===== config.mk =====
export PLATFORM = sky130hd
export DESIGN_NAME = ftdi_cmd_parser
export DESIGN_NICKNAME = d
export VERILOG_FILES = /design/src/rtl/ftdi_cmd_parser.sv
export SDC_FILE = /design/constraint.sdc
export NUM_CORES = 1
export LEC_CHECK = 0
export BUFFER_PORTS_ARGS = -buffer_cell sky130_fd_sc_hd__buf_2
export CORE_ASPECT_RATIO = 0.7
export CORE_MARGIN = 4
export CORE_UTILIZATION = 52
export DETAILED_ROUTE_END_ITERATION = 6
export PLACE_DENSITY_LB_ADDON = 0.2
export SYNTH_ARGS = -nofsm -noshare
export SYNTH_HDL_FRONTEND = slang
export SYNTH_SLANG_ARGS = --single-unit
export TNS_END_PERCENT = 10

===== constraint.sdc =====
create_clock -name i_clk -period 2.5 [get_ports i_clk]
set_clock_uncertainty 0.15 [all_clocks]
set_input_delay 0.5 -clock i_clk [delete_from_list [all_inputs] [get_ports i_clk]]
set_output_delay 0.5 -clock i_clk [all_outputs]
set_load 0.02 [all_outputs]

===== src/rtl/ftdi_cmd_parser.sv =====
// ftdi_cmd_parser: decodes register-access packets from the FTDI RX byte stream,
// runs one Wishbone-classic transaction per packet, and returns response bytes on TX.
// Latency: the bus cycle starts the cycle after the last packet byte. The first response byte follows ack by one cycle.
// Backpressure: RX is held off (o_rx_ready=0) during BUS/RESP, and TX bytes are held stable until i_tx_ready.
//
// Ports: i_clk/i_rst (sync, active-high); RX stream i_rx_data/i_rx_valid/o_rx_ready;
//        TX stream o_tx_data/o_tx_valid/i_tx_ready; Wishbone master o_wb_* / i_wb_dat / i_wb_ack;
//        o_err pulses for one cycle on a bad opcode (or an inter-byte timeout drop).
// Optional: define CMD_PARSER_TIMEOUT_EN to drop partial packets after TIMEOUT_CYCLES idle cycles.
module ftdi_cmd_parser #(
    parameter int ADDR_W         = 8,
    parameter int DATA_W         = 32,
    parameter int TIMEOUT_CYCLES = 1000000
) (
    input  logic              i_clk,
    input  logic              i_rst,
    input  logic [7:0]        i_rx_data,
    input  logic              i_rx_valid,
    output logic              o_rx_ready,
    output logic [7:0]        o_tx_data,
    output logic              o_tx_valid,
    input  logic              i_tx_ready,
    output logic              o_wb_cyc,
    output logic              o_wb_stb,
    output logic              o_wb_we,
    output logic [ADDR_W-1:0] o_wb_adr,
    output logic [DATA_W-1:0] o_wb_dat,
    input  logic [DATA_W-1:0] i_wb_dat,
    input  logic              i_wb_ack,
    output logic              o_err
);

    localparam int AB = ADDR_W / 8;
    localparam int DB = DATA_W / 8;
    localparam logic [2:0] ADDR_LAST = 3'(AB - 1);
    localparam logic [2:0] DATA_LAST = 3'(DB - 1);
    localparam logic [2:0] RD_LAST   = 3'(DB);      // opcode echo + DB data bytes

    localparam logic [7:0] OP_WR   = 8'h01;
    localparam logic [7:0] OP_RD   = 8'h02;
    localparam logic [7:0] RSP_WR  = 8'hA1;
    localparam logic [7:0] RSP_RD  = 8'hA2;
    localparam logic [7:0] RSP_BAD = 8'hEE;

    typedef enum logic [2:0] {
        S_IDLE = 3'd0,
        S_ADDR = 3'd1,
        S_DATA = 3'd2,
        S_BUS  = 3'd3,
        S_RESP = 3'd4
    } state_t;

    state_t            state, state_n;
    logic [2:0]        cnt;
    logic              is_write;
    logic [7:0]        resp_code;
    logic [ADDR_W-1:0] adr_q;
    logic [DATA_W-1:0] wdat_q;
    logic [DATA_W-1:0] rdat_q;
    logic              err_q, err_n;
    logic              rx_fire, tx_fire;
    logic [2:0]        resp_last;
    logic [7:0]        tx_byte;

    assign o_rx_ready = (state == S_IDLE) || (state == S_ADDR) || (state == S_DATA);
    assign o_tx_valid = (state == S_RESP);
    assign o_wb_cyc   = (state == S_BUS);
    assign o_wb_stb   = (state == S_BUS);
    assign o_wb_we    = (state == S_BUS) && is_write;
    assign o_wb_adr   = adr_q;
    assign o_wb_dat   = wdat_q;
    assign o_err      = err_q;
    assign o_tx_data  = tx_byte;

    assign rx_fire   = o_rx_ready && i_rx_valid;
    assign tx_fire   = o_tx_valid && i_tx_ready;
    assign resp_last = (resp_code == RSP_RD) ? RD_LAST : 3'd0;

`ifdef CMD_PARSER_TIMEOUT_EN
    localparam logic [31:0] TMO_LAST = 32'(TIMEOUT_CYCLES - 1);
    logic [31:0] tmo_cnt;

    // Counts idle cycles inside a partially received packet.
    always_ff @(posedge i_clk) begin
        if (i_rst || rx_fire || !((state == S_ADDR) || (state == S_DATA))) begin
            tmo_cnt <= '0;
        end else begin
            tmo_cnt <= tmo_cnt + 32'd1;
        end
    end
`else
    logic unused_tmo;
    assign unused_tmo = (TIMEOUT_CYCLES != 0);
`endif

    always_comb begin
        state_n = state;
        err_n   = 1'b0;
        case (state)
            S_IDLE: begin
                if (rx_fire) begin
                    if ((i_rx_data == OP_WR) || (i_rx_data == OP_RD)) begin
                        state_n = S_ADDR;
                    end else begin
                        state_n = S_RESP;
                        err_n   = 1'b1;
                    end
                end
            end
            S_ADDR: if (rx_fire && (cnt == ADDR_LAST)) state_n = is_write ? S_DATA : S_BUS;
            S_DATA: if (rx_fire && (cnt == DATA_LAST)) state_n = S_BUS;
            S_BUS:  if (i_wb_ack) state_n = S_RESP;
            S_RESP: if (tx_fire && (cnt == resp_last)) state_n = S_IDLE;
            default: state_n = S_IDLE;
        endcase
`ifdef CMD_PARSER_TIMEOUT_EN
        if (((state == S_ADDR) || (state == S_DATA)) && !rx_fire && (tmo_cnt == TMO_LAST)) begin
            state_n = S_IDLE;
            err_n   = 1'b1;
        end
`endif
    end

    // Response byte 0 is the status code; bytes 1..DB are read data, LSB first.
    always_comb begin
        tx_byte = 8'h00;
        if (state == S_RESP) begin
            tx_byte = resp_code;
            for (int i = 0; i < DB; i++) begin
                if (cnt == 3'(i + 1)) tx_byte = rdat_q[8*i +: 8];
            end
        end
    end

    always_ff @(posedge i_clk) begin
        if (i_rst) begin
            state     <= S_IDLE;
            cnt       <= 3'd0;
            is_write  <= 1'b0;
            resp_code <= 8'h00;
            adr_q     <= '0;
            wdat_q    <= '0;
            rdat_q    <= '0;
            err_q     <= 1'b0;
        end else begin
            state <= state_n;
            err_q <= err_n;
            // The byte index restarts on every state change.
            if (state_n != state) begin
                cnt <= 3'd0;
            end else if (rx_fire || tx_fire) begin
                cnt <= cnt + 3'd1;
            end
            case (state)
                S_IDLE: begin
                    if (rx_fire) begin
                        is_write  <= (i_rx_data == OP_WR);
                        resp_code <= (i_rx_data == OP_WR) ? RSP_WR :
                                     (i_rx_data == OP_RD) ? RSP_RD : RSP_BAD;
                    end
                end
                S_ADDR: begin
                    if (rx_fire) begin
                        for (int i = 0; i < AB; i++) begin
                            if (cnt == 3'(i)) adr_q[8*i +: 8] <= i_rx_data;
                        end
                    end
                end
                S_DATA: begin
                    if (rx_fire) begin
                        for (int i = 0; i < DB; i++) begin
                            if (cnt == 3'(i)) wdat_q[8*i +: 8] <= i_rx_data;
                        end
                    end
                end
                S_BUS: if (i_wb_ack && !is_write) rdat_q <= i_wb_dat;
                default: ;
            endcase
        end
    end

endmodule


# Word-level counts from Yosys, hierarchy flattened
# Index checks and enable logic that the tools add are counted.
# word_totals
reg_bits,88
wordCells,67
# classes
addsub,1
n_eq_ne,13
n_mux,17
n_bitwise,2
n_reduce_logical,23
# op_table
cell,n
two-way mux 8 bit,5
two-way mux 3 bit,7
one-hot mux 3 bit (5 select lines),1
AND reduction 3 bit,5
two-way mux 7 bit,2
== test 3 x 2 -> 1 bit (second input constant),4
== test 8 x 1 -> 1 bit (second input constant),1
== test 8 x 2 -> 1 bit (second input constant),1
== test 8 bit (second input constant),1
logical AND 1 bit,7
== test 3 x 1 -> 1 bit (second input constant),2
== test 3 bit (second input constant),2
zero test 3 bit,2
logical OR 1 bit,4
AND reduction 2 bit,2
adder 3 x 1 -> 3 bit (second input constant),1
== test 3 bit,1
!= test 3 bit,1
OR reduction 3 bit,1
two-way mux 1 bit,2
inverter 1 bit,2
OR reduction 2 bit,1
zero test 1 bit,1

# Logic depth before layout (Yosys ltp)
# Gate-level depths: netlist of run 1.
# depth
ltp_word,9
depth_mapped,8

# Worst setup path before layout of run 1
# No wires, ideal clock.
# synth_timing
path_type,register to output
start,register cnt[0]
end,output o_tx_data[3]
arrival_ns,1.800
path_slack_ns,0.050
path_stages_with_launch,8
n_path_buf,1
cell_sequence,dfxtp_1 > inv_1 > ha_1 > nand2b_1 > buf_1 > nor2_1 > a211o_1 > a31oi_1
# synth_between
elab_chain_cells,6
# synth_rtl
item,line,source
start: declaration,54,logic [2:0] cnt;
start signal: assignment,152,cnt <= cnt + 3'd1;
== test 3 x 1 -> 1 bit,130,if (cnt == 3'(i + 1)) tx_byte = rdat_q[8*i +: 8];
two-way mux 8 bit (3 in a row),130,
two-way mux 8 bit (*),130,
two-way mux 8 bit (*),127,if (state == S_RESP) begin
end: declaration,20,"output logic [7:0] o_tx_data,"
# Every way passes the cells marked *; elsewhere a longest branch is shown, timed or not.

# Final worst setup path of run 1
# layout_timing
start,register cnt[1]
end,output o_tx_data[0]
# The elaborated chain is that of the path after synthesis.

==> results of run 1 <==
[metal layers]
metal	wire length (um)	GRT usage	part of all wire	vias to the layer above
li1	-	-	-	1690
met1	4940	0.368	0.48	1605
met2	4370	0.351	0.43	139
met3	854	0.0674	0.083	14
met4	91	0.0555	0.0089	0
met5	0	0	0	-
[critical path: stages (launching register included)]
cell and delay [ns]:
sky130_fd_sc_hd__dfxtp_4 0.38, sky130_fd_sc_hd__ha_1 0.23, sky130_fd_sc_hd__ha_4 0.18, sky130_fd_sc_hd__buf_6 0.13, sky130_fd_sc_hd__a211o_1 0.22, sky130_fd_sc_hd__a31oi_1 0.21, sky130_fd_sc_hd__buf_4 0.18
[area by class of cell]
| type | count | area (um^2) | area share |
|---|---|---|---|
| multi-input cells | 316 | 1900 | 0.414 |
| well taps | 94 | 118 | 0.0256 |
| flip-flops and latches | 83 | 1670 | 0.363 |
| repair buffers | 117 | 664 | 0.144 |
| inverters | 4 | 17.5 | 0.00381 |
| clock inverters | 7 | 105 | 0.0228 |
| clock buffers | 9 | 124 | 0.0269 |
[cell usage in the layout, fill, tap and decap left out, types with 7 or more instances in the layout]
cell type                  Yosys  routed
sky130_fd_sc_hd__buf_4         2      24
sky130_fd_sc_hd__dfxtp_1      83      80
sky130_fd_sc_hd__a21oi_1      53      53
sky130_fd_sc_hd__a211o_1       8       8
sky130_fd_sc_hd__a31oi_1       9       9
sky130_fd_sc_hd__clkbuf_8      0       9
sky130_fd_sc_hd__o21ai_0       7       7
sky130_fd_sc_hd__buf_2         8      90
sky130_fd_sc_hd__nand2_1      95      94
sky130_fd_sc_hd__nand3_1      19      19
sky130_fd_sc_hd__nor2_1       40      39
sky130_fd_sc_hd__mux2i_1      32      32
[metrics by stage]
step / hold slack [ns] / TNS [ns] / setup WS, ns
global placement: 0.292 / 0 / 0.113
detailed placement: 0.293 / 0 / 0.0161
global route: 0.220 / -0.534 / -0.0972
floorplan: 0.282 / 0 / 0.0502
CTS: 0.213 / -0.0639 / -0.0218
finish: 0.221 / -0.0646 / -0.0286
[where the power goes]
| group | switching, mW | internal, mW |
|---|---|---|
| Sequential | 0.00976 | 1.33 |
| Combinational | 0.150 | 0.112 |
| Clock | 0.528 | 0.582 |
| Total | 0.688 | 2.02 |
[cell usage after synthesis (all sizes together), types with 3 or more instances]
library cell | count | share of area
a211o | 8 | 0.019
inv | 4 | 0.0041
nand2 | 95 | 0.098
mux2i | 32 | 0.088
nor3 | 3 | 0.0041
nand3 | 20 | 0.029
nor2b | 4 | 0.0068
clkbuf | 23 | 0.024
nor4 | 4 | 0.0068
o21ai | 8 | 0.011
dfxtp | 83 | 0.45
ha | 5 | 0.017
a21oi | 53 | 0.073
a31oi | 9 | 0.015
nor2 | 40 | 0.041
buf | 12 | 0.017
[sequential cells by signal (all words and copies together) (netlist names)]
register / count
o_wb_dat: 32
rdat_q: 32
o_wb_adr: 8
resp_code: 4
cnt: 3
state: 3
o_err: 1
[cell families after synthesis]
family	Yosys count
buffers and inverters	39
adder cells (fa/ha/maj)	5
AND/OR/NAND/NOR	187
multiplexers	33
flip-flops	83
XOR/XNOR	3
AO/OA/AOI/OAI	88
[what timing repair did]
item / 4_1_cts / 5_1_grt
pin swaps: 12 / 5
resized for setup: 26 / 7
buffers inserted: 3 / 0
setup endpoints to repair: 8 / 8
[path summary, 6_finish.rpt]
kind	slack (ns)	to	cells after the start	startpoint
worst min-delay path	0.22	rdat_q[9]	3	i_wb_dat[9]
worst min register to register	0.31	o_wb_dat[31]	2	o_wb_dat[31]
worst max-delay path	-0.03	o_tx_data[0]	6	cnt[1]
worst max register to register	0.47	o_wb_dat[4]	6	state[1]
==> results.yml, run 1 <==
status:
  outcome: "finished with violations"
  failing_checks: "setup timing"
logic_synthesis:
  yosysSeqAreaShare: 0.455
  synthesis.yosys.warnings: 0
  synth_area_per_cell_um2: 8.34
  synthSimpleGateAreaFrac: 0.236
  synth-compound-area-share: 0.150
  netlist_area_pre_place_um2: 3650
  yosys_register_bits: 83
  synth_top_family_by_area: "simple AND/OR/NAND/NOR gates"
  syn_inst: 438
  post_synth_xor_area_fraction: 0.00719
  total_nets_after_synthesis: 488
  synth_enable_flop_cells: 0
  post_synth_mux_area_share: 0.0907
  async_flop_share: 0
  yosys.area_share.adder: 0.0171
  netlist-cell-type-count: 47
  ys.flop_type: "sky130_fd_sc_hd__dfxtp_1"
floorplan:
  floorplan.die.width_um: 108
  rows: 25
  design.portCount: 99
  die_height_um: 78.1
  core_region_area_um2: 6790
  floorplan_die_area_um2: 8450
  floorplan.initialDensity: 0.538
worst_setup_path:
  crit_path_max_fanout: 9
  timing_worst_setup_path_type: "reg2out"
  worst-endpoint-arrival_ns: 1.88
  cp-start-kind: "register"
  endpoint_kind: "primary output"
  timing.critical_path.required_ns: 1.85
sta:
  setup_repair_after_global_routing_missed_its_margin: "yes"
  worst_slack_ns: -0.0286
  max_clock_freq_ghz: 0.395
  minimum_period_implied_by_the_final_worst_setup_slack_ns: 2.53
  hold_violation_total_from_the_final_report: 0
  worst-slew-pin-transition_ns: 0.530
  setup_viol_count_final: 4
  finalMaxSlewViolations: 0
  fin_crit_sh: 1.01
  slew_headroom: 0.646
cts:
  worst_setup_hold_path_clk_slew_ns: 0.09
  cts-hold-fix-buffers: 0
  ctsRootBufferMaster: "sky130_fd_sc_hd__clkbuf_8"
  tritoncts.num_buffers: 9
  clk-insertion-delay-late_ns: 0.35
  cts_max_level: 3
  clock_sinks: 83
  cts_tree: "yes"
  max-clock-path-buffers: 2
route:
  via_count: 3448
  drt-initial-drc-count: 227
  post_drt_via_cell_ratio: 5.47
  routedWlPerCell_um: 16.3
  detailedRoute.firstPassIterationCount: 6
  drcViolationCount: 0
  postRouteAntennaNets: 0
  wl_um: 10300
power:
  leakage_dissipation_nw: 2.04
  max_rail_drop_vdd_mv: 0.383
  power-per-cell-area_nw_per_um2: 589
  totalPowerFinal_mw: 2.71
finish:
  num_antenna_cells: 0
  fillCellCount: 585
  post-route-util: 0.678
  finalNetCount: 581
  number_of_cells_in_the_finished_layout_apart_from_fillers: 630
  syn_to_final_growth_pct: 25.9
  postLayoutCellArea_um2: 4600
  drive_gt1_frac: 0.285
place:
  io_buffers: 98
  placedCellCount: 611
  placed_area_um2: 4240
  detailedPlacementHpwl_um: 7290
  routabilityCongestion: 0.889
worst_hold_path:
  timing.hold.worst.class: "in2reg"
global_route:
  first_global_vias: 3274
  grt_first_pass_wirelength_um: 16400
  grt_use_total: 0.246
  grt_max_degree: 37
  grt_remaining_overflow: 0
  number_of_antenna_violations_at_the_first_check_in_global_routing: 0
flow_run:
  drv.max_cap_violation_count: 0
No activity file was read; power rests on OpenSTA's default activity.
==> run 2: changes to the inputs <==
--- a/config.mk
+++ b/config.mk
@@ -10,7 +10,7 @@
 export CORE_MARGIN = 4
 export CORE_UTILIZATION = 52
 export DETAILED_ROUTE_END_ITERATION = 6
-export PLACE_DENSITY_LB_ADDON = 0.2
+export PLACE_DENSITY = 0.79
 export SYNTH_ARGS = -nofsm -noshare
 export SYNTH_HDL_FRONTEND = slang
 export SYNTH_SLANG_ARGS = --single-unit
==> results.yml, run 2 (synthesized netlist as in run 1, its figures left out) <==
status:
  outcome: "finished with violations"
  failing_checks: "setup timing"
finish:
  layout.cells.most_common: "sky130_fd_sc_hd__nand2_1"
  drive_gt1_frac: 0.282
  num_antenna_cells: 0
  syn_to_final_growth_pct: 24.6
  fillCellCount: 577
  leading_cell_types_in_the_layout_fill_and_taps_excluded: "sky130_fd_sc_hd__nand2_1 (94), sky130_fd_sc_hd__buf_2 (91), sky130_fd_sc_hd__dfxtp_1 (80)"
  area.sequential_um2: 1670
  multiInputGateArea_um2: 1890
  postLayoutCellArea_um2: 4550
  finalNetCount: 580
route:
  wl_met3_um: 983
  wl_um: 10300
  drt-met1-wl_um: 4670
  top_layer_used: "met4"
  via_count: 3487
  drt-initial-drc-count: 208
  routedWlPerCell_um: 16.4
  met2_wirelength_um: 4500
  post_drt_via_cell_ratio: 5.54
  drcViolationCount: 0
  detailedRoute.firstPassIterationCount: 5
  postRouteAntennaNets: 0
worst_setup_path:
  critical_path_cell_list: "inv_4 -> ha_4 -> nand2b_4 -> mux2i_1 -> a211o_1 -> a31oi_1 -> buf_4"
  r2r_setup_slk_ns: 0.39
  timing.critical_path.required_ns: 1.85
  crit_path_max_fanout: 7
  critPathMaxStageDelay_ns: 0.38
  endpoint_kind: "primary output"
  cp-start-kind: "register"
  timing_worst_setup_path_type: "reg2out"
  critical-path-slowest-cell: "sky130_fd_sc_hd__dfxtp_4"
  worst-endpoint-arrival_ns: 1.89
sta:
  slew_headroom: 0.638
  worst-slew-pin-transition_ns: 0.535
  setup_viol_count_final: 5
  minimum_period_implied_by_the_final_worst_setup_slack_ns: 2.54
  max_clock_freq_ghz: 0.393
  fin_worst_hold_slack_ns: 0.225
  finalMaxSlewViolations: 0
  worst_slack_ns: -0.0426
  setup_total_negative_slack_ns: -0.105
  fin_crit_sh: 1.02
  hold_violation_total_from_the_final_report: 0
  setup_repair_after_global_routing_missed_its_margin: "yes"
floorplan:
  rows: 25
  die_height_um: 78.1
  design.portCount: 99
  core_region_area_um2: 6790
  floorplan.die.width_um: 108
  floorplan_die_area_um2: 8450
  floorplan.initialDensity: 0.538
worst_hold_path:
  timing.hold.worst.class: "in2reg"
global_route:
  number_of_antenna_violations_at_the_first_check_in_global_routing: 0
  grt_first_pass_wirelength_um: 16300
  first_global_vias: 3181
  grt_remaining_overflow: 0
  grt_max_degree: 36
  grt_use_total: 0.246
power:
  share_clk_of_total_power: 0.381
  cellInternalPower_mw: 1.93
  totalPowerFinal_mw: 2.58
  leakage_dissipation_nw: 2.01
  switching_power_mw: 0.650
  power-per-cell-area_nw_per_um2: 566
  power.share.sequential: 0.520
  sw_frac_of_total: 0.252
  pwr-share-comb: 0.099
  max_rail_drop_vdd_mv: 0.366
cts:
  max-clock-path-buffers: 2
  tritoncts.num_buffers: 9
  clock_sinks: 83
  worst_setup_hold_path_clk_slew_ns: 0.09
  clk-insertion-delay-late_ns: 0.35
  cts_tree: "yes"
  cts_max_level: 3
  ctsRootBufferMaster: "sky130_fd_sc_hd__clkbuf_8"
place:
  routabilityCongestion: 0.872
  placed_area_um2: 4240
  io_buffers: 98
  detailedPlacementHpwl_um: 7280
flow_run:
  drv.max_cap_violation_count: 0
-- run 2: cell types whose count changed in the layout (fill, tap and decap cells not counted), sizes merged --
| cell | delta |
|---|---|
| clkinvlp | +2 |
| bufinv | -1 |
| inv | -4 |
| clkbuf | +2 |
| buf | -1 |
| clkinv | +1 |
-- run 2: power by group through the flow --
stage | clock [mW] | sequential [mW] | combinational (mW)
2_1_floorplan | 0 | 1.37 | 0.145
3_3_place_gp | 0 | 1.37 | 0.231
3_5_place_dp | 0 | 1.37 | 0.234
4_1_cts | 0.993 | 1.34 | 0.247
5_1_grt | 1.06 | 1.34 | 0.274
6_report | 0.983 | 1.34 | 0.255
-- run 2: worst paths after layout --
| kind | start | endpoint | depth (start not counted) |
|---|---|---|---|
| min | i_wb_dat[5] | rdat_q[5] | 3 |
| max | cnt[1] | o_tx_data[1] | 7 |
| min reg2reg | o_wb_dat[5] | o_wb_dat[5] | 2 |
| max reg2reg | state[0] | o_wb_dat[30] | 6 |
-- run 2: repair_timing --
action | CTS | global route
buffers inserted | 2 | 0
hold buffers | 0 | 0
pin swaps | 4 | 3
resized for setup | 26 | 4
endpoints found under the setup margin | 8 | 8
-- run 2: worst max-delay path, delay by kind of cell (launching register included) --
kind / cells / cell delay (ns)
buf+inv: 2 / 0.24
flops: 1 / 0.38
simple gates: 1 / 0.11
fa+ha+maj: 1 / 0.15
mux: 1 / 0.16
compound gates: 2 / 0.50
-- run 2: layout make-up --
class,instances,share of cell area
Inverter,4,0.00440
Tap cell,94,0.0258
Multi-Input combinational cell,316,0.416
Timing Repair Buffer,116,0.142
Sequential cell,83,0.367
Clock buffer,11,0.0310
Clock inverter,5,0.0137
-- run 2: layer usage --
metal  vias up  track usage
li1       1689            -
met1      1617        0.355
met2       170        0.348
met3        11       0.0813
met4         0       0.0744
met5         -            0
-- run 2: through the flow --
step | worst slack, ns | instances | utilization
final | -0.0426 | 629 | 0.671
after floorplan | 0.0502 | 438 | -
after global routing | -0.110 | 629 | 0.671
after CTS | -0.0394 | 629 | 0.668
after global placement | 0.106 | 611 | 0.625
after detailed placement | 0.0512 | 611 | 0.625
==> run 3: changes to the inputs <==
--- a/config.mk
+++ b/config.mk
@@ -11,6 +11,7 @@
 export CORE_UTILIZATION = 52
 export DETAILED_ROUTE_END_ITERATION = 6
 export PLACE_DENSITY = 0.79
+export SKIP_CTS_REPAIR_TIMING = 1
 export SYNTH_ARGS = -nofsm -noshare
 export SYNTH_HDL_FRONTEND = slang
 export SYNTH_SLANG_ARGS = --single-unit
==> results.yml, run 3 (synthesized netlist as in run 1, its figures left out) <==
status:
  outcome: "finished with violations"
  failing_checks: "setup timing"
floorplan:
  floorplan.initialDensity: 0.538
  core_region_area_um2: 6790
  rows: 25
  floorplan.die.width_um: 108
  floorplan_die_area_um2: 8450
  die_height_um: 78.1
  design.portCount: 99
sta:
  max_clock_freq_ghz: 0.390
  slew_headroom: 0.616
  worst_slack_ns: -0.0660
  setup_repair_after_global_routing_missed_its_margin: "yes"
  worst-slew-pin-transition_ns: 0.568
  fin_crit_sh: 1.03
  finalMaxSlewViolations: 0
  hold_violation_total_from_the_final_report: 0
  minimum_period_implied_by_the_final_worst_setup_slack_ns: 2.57
  setup_total_negative_slack_ns: -0.127
  setup_viol_count_final: 5
worst_setup_path:
  cp-start-kind: "register"
  r2r_setup_slk_ns: 0.36
  endpoint_kind: "primary output"
  timing_worst_setup_path_type: "reg2out"
  timing.critical_path.required_ns: 1.85
  crit_path_max_fanout: 4
  worst-r2r-cell-count: 6
  worst-endpoint-arrival_ns: 1.92
  r2r_end: "o_wb_dat[30]"
  worstReg2RegStart: "state[0]"
worst_hold_path:
  hold-path-endpoint: "rdat_q[5]"
  worst_hold_startpoint: "i_wb_dat[5]"
  timing.hold.worst.class: "in2reg"
  hold-path-cell-count: 3
cts:
  tritoncts.num_buffers: 9
  cts_max_level: 3
  ctsRootBufferMaster: "sky130_fd_sc_hd__clkbuf_8"
  cts_tree: "yes"
  max-clock-path-buffers: 2
  clk-insertion-delay-late_ns: 0.36
  clock_sinks: 83
  worst_setup_hold_path_clk_slew_ns: 0.09
global_route:
  grt_use_total: 0.242
  grt_max_degree: 36
  grt_first_pass_wirelength_um: 16000
  grt_remaining_overflow: 0
  first_global_vias: 3177
  number_of_antenna_violations_at_the_first_check_in_global_routing: 0
finish:
  layout.cells.most_common: "sky130_fd_sc_hd__nand2_1"
  finalNetCount: 580
  leading_cell_types_in_the_layout_fill_and_taps_excluded: "sky130_fd_sc_hd__nand2_1 (94), sky130_fd_sc_hd__buf_2 (90), sky130_fd_sc_hd__dfxtp_1 (80)"
  post-route-util: 0.674
  postLayoutCellArea_um2: 4570
  num_antenna_cells: 0
  syn_to_final_growth_pct: 25.2
  drive_gt1_frac: 0.288
route:
  drt-initial-drc-count: 186
  drcViolationCount: 0
  wl_um: 10400
  routedWlPerCell_um: 16.6
  via_count: 3512
  post_drt_via_cell_ratio: 5.58
  detailedRoute.firstPassIterationCount: 5
  postRouteAntennaNets: 0
place:
  io_buffers: 98
  detailedPlace.worstSlack_ns: 0.0512
  placed_area_um2: 4240
  detailedPlacementHpwl_um: 7280
  routabilityCongestion: 0.872
power:
  power-per-cell-area_nw_per_um2: 564
  leakage_dissipation_nw: 2.01
  max_rail_drop_vdd_mv: 0.366
  totalPowerFinal_mw: 2.58
flow_run:
  drv.max_cap_violation_count: 0
[run 3: cell type report]
cell class              instances  area, um^2
inverters                       4        20.0
flip-flops and latches         83        1670
clock buffers                  11         141
well taps                      94         118
fillers                       573        2210
repair buffers                116         649
multi-input cells             316        1910
clock inverters                 5        62.6
[run 3: how the worst max path moves through the flow]
stage	from	endpoint	slack, ns	cells past startpoint
finish	cnt[0]	o_tx_data[4]	-0.07	7
global route	cnt[0]	o_tx_data[4]	-0.13	7
CTS	cnt[1]	o_tx_data[1]	-0.35	7
detailed placement	cnt[1]	o_tx_data[1]	0.05	7
global placement	cnt[1]	o_tx_data[1]	0.11	7
floorplan	cnt[0]	o_tx_data[3]	0.05	7
[run 3: metal layers]
layer	share of wire	global-route usage	wire length [um]	up-vias
met4	0.015	0.0719	159	0
met5	0	0	0	-
met1	0.44	0.350	4570	1633
li1	-	-	-	1686
met3	0.11	0.0813	1110	19
met2	0.44	0.338	4580	174
[run 3: stage by stage]
stage	instances	hold slack, ns
after floorplan	438	0.282
after global placement	611	0.293
after detailed placement	611	0.297
after CTS	627	0.216
after global routing	629	0.215
final	629	0.224
[run 3: worst max-delay path: stages, from the launching register on]
cell,delay [ns]
sky130_fd_sc_hd__dfxtp_4,0.39
sky130_fd_sc_hd__inv_4,0.05
sky130_fd_sc_hd__ha_4,0.17
sky130_fd_sc_hd__and3b_1,0.23
sky130_fd_sc_hd__a21oi_2,0.04
sky130_fd_sc_hd__o311ai_2,0.32
sky130_fd_sc_hd__o211a_1,0.23
sky130_fd_sc_hd__buf_6,0.12
[run 3: power breakdown]
group | leakage [nW] | switching, mW | internal, mW | total (mW)
registers | 0.672 | 0.0125 | 1.33 | 1.34
clock network | 0.0957 | 0.486 | 0.492 | 0.978
logic | 1.24 | 0.149 | 0.109 | 0.258
total | 2.01 | 0.647 | 1.93 | 2.58
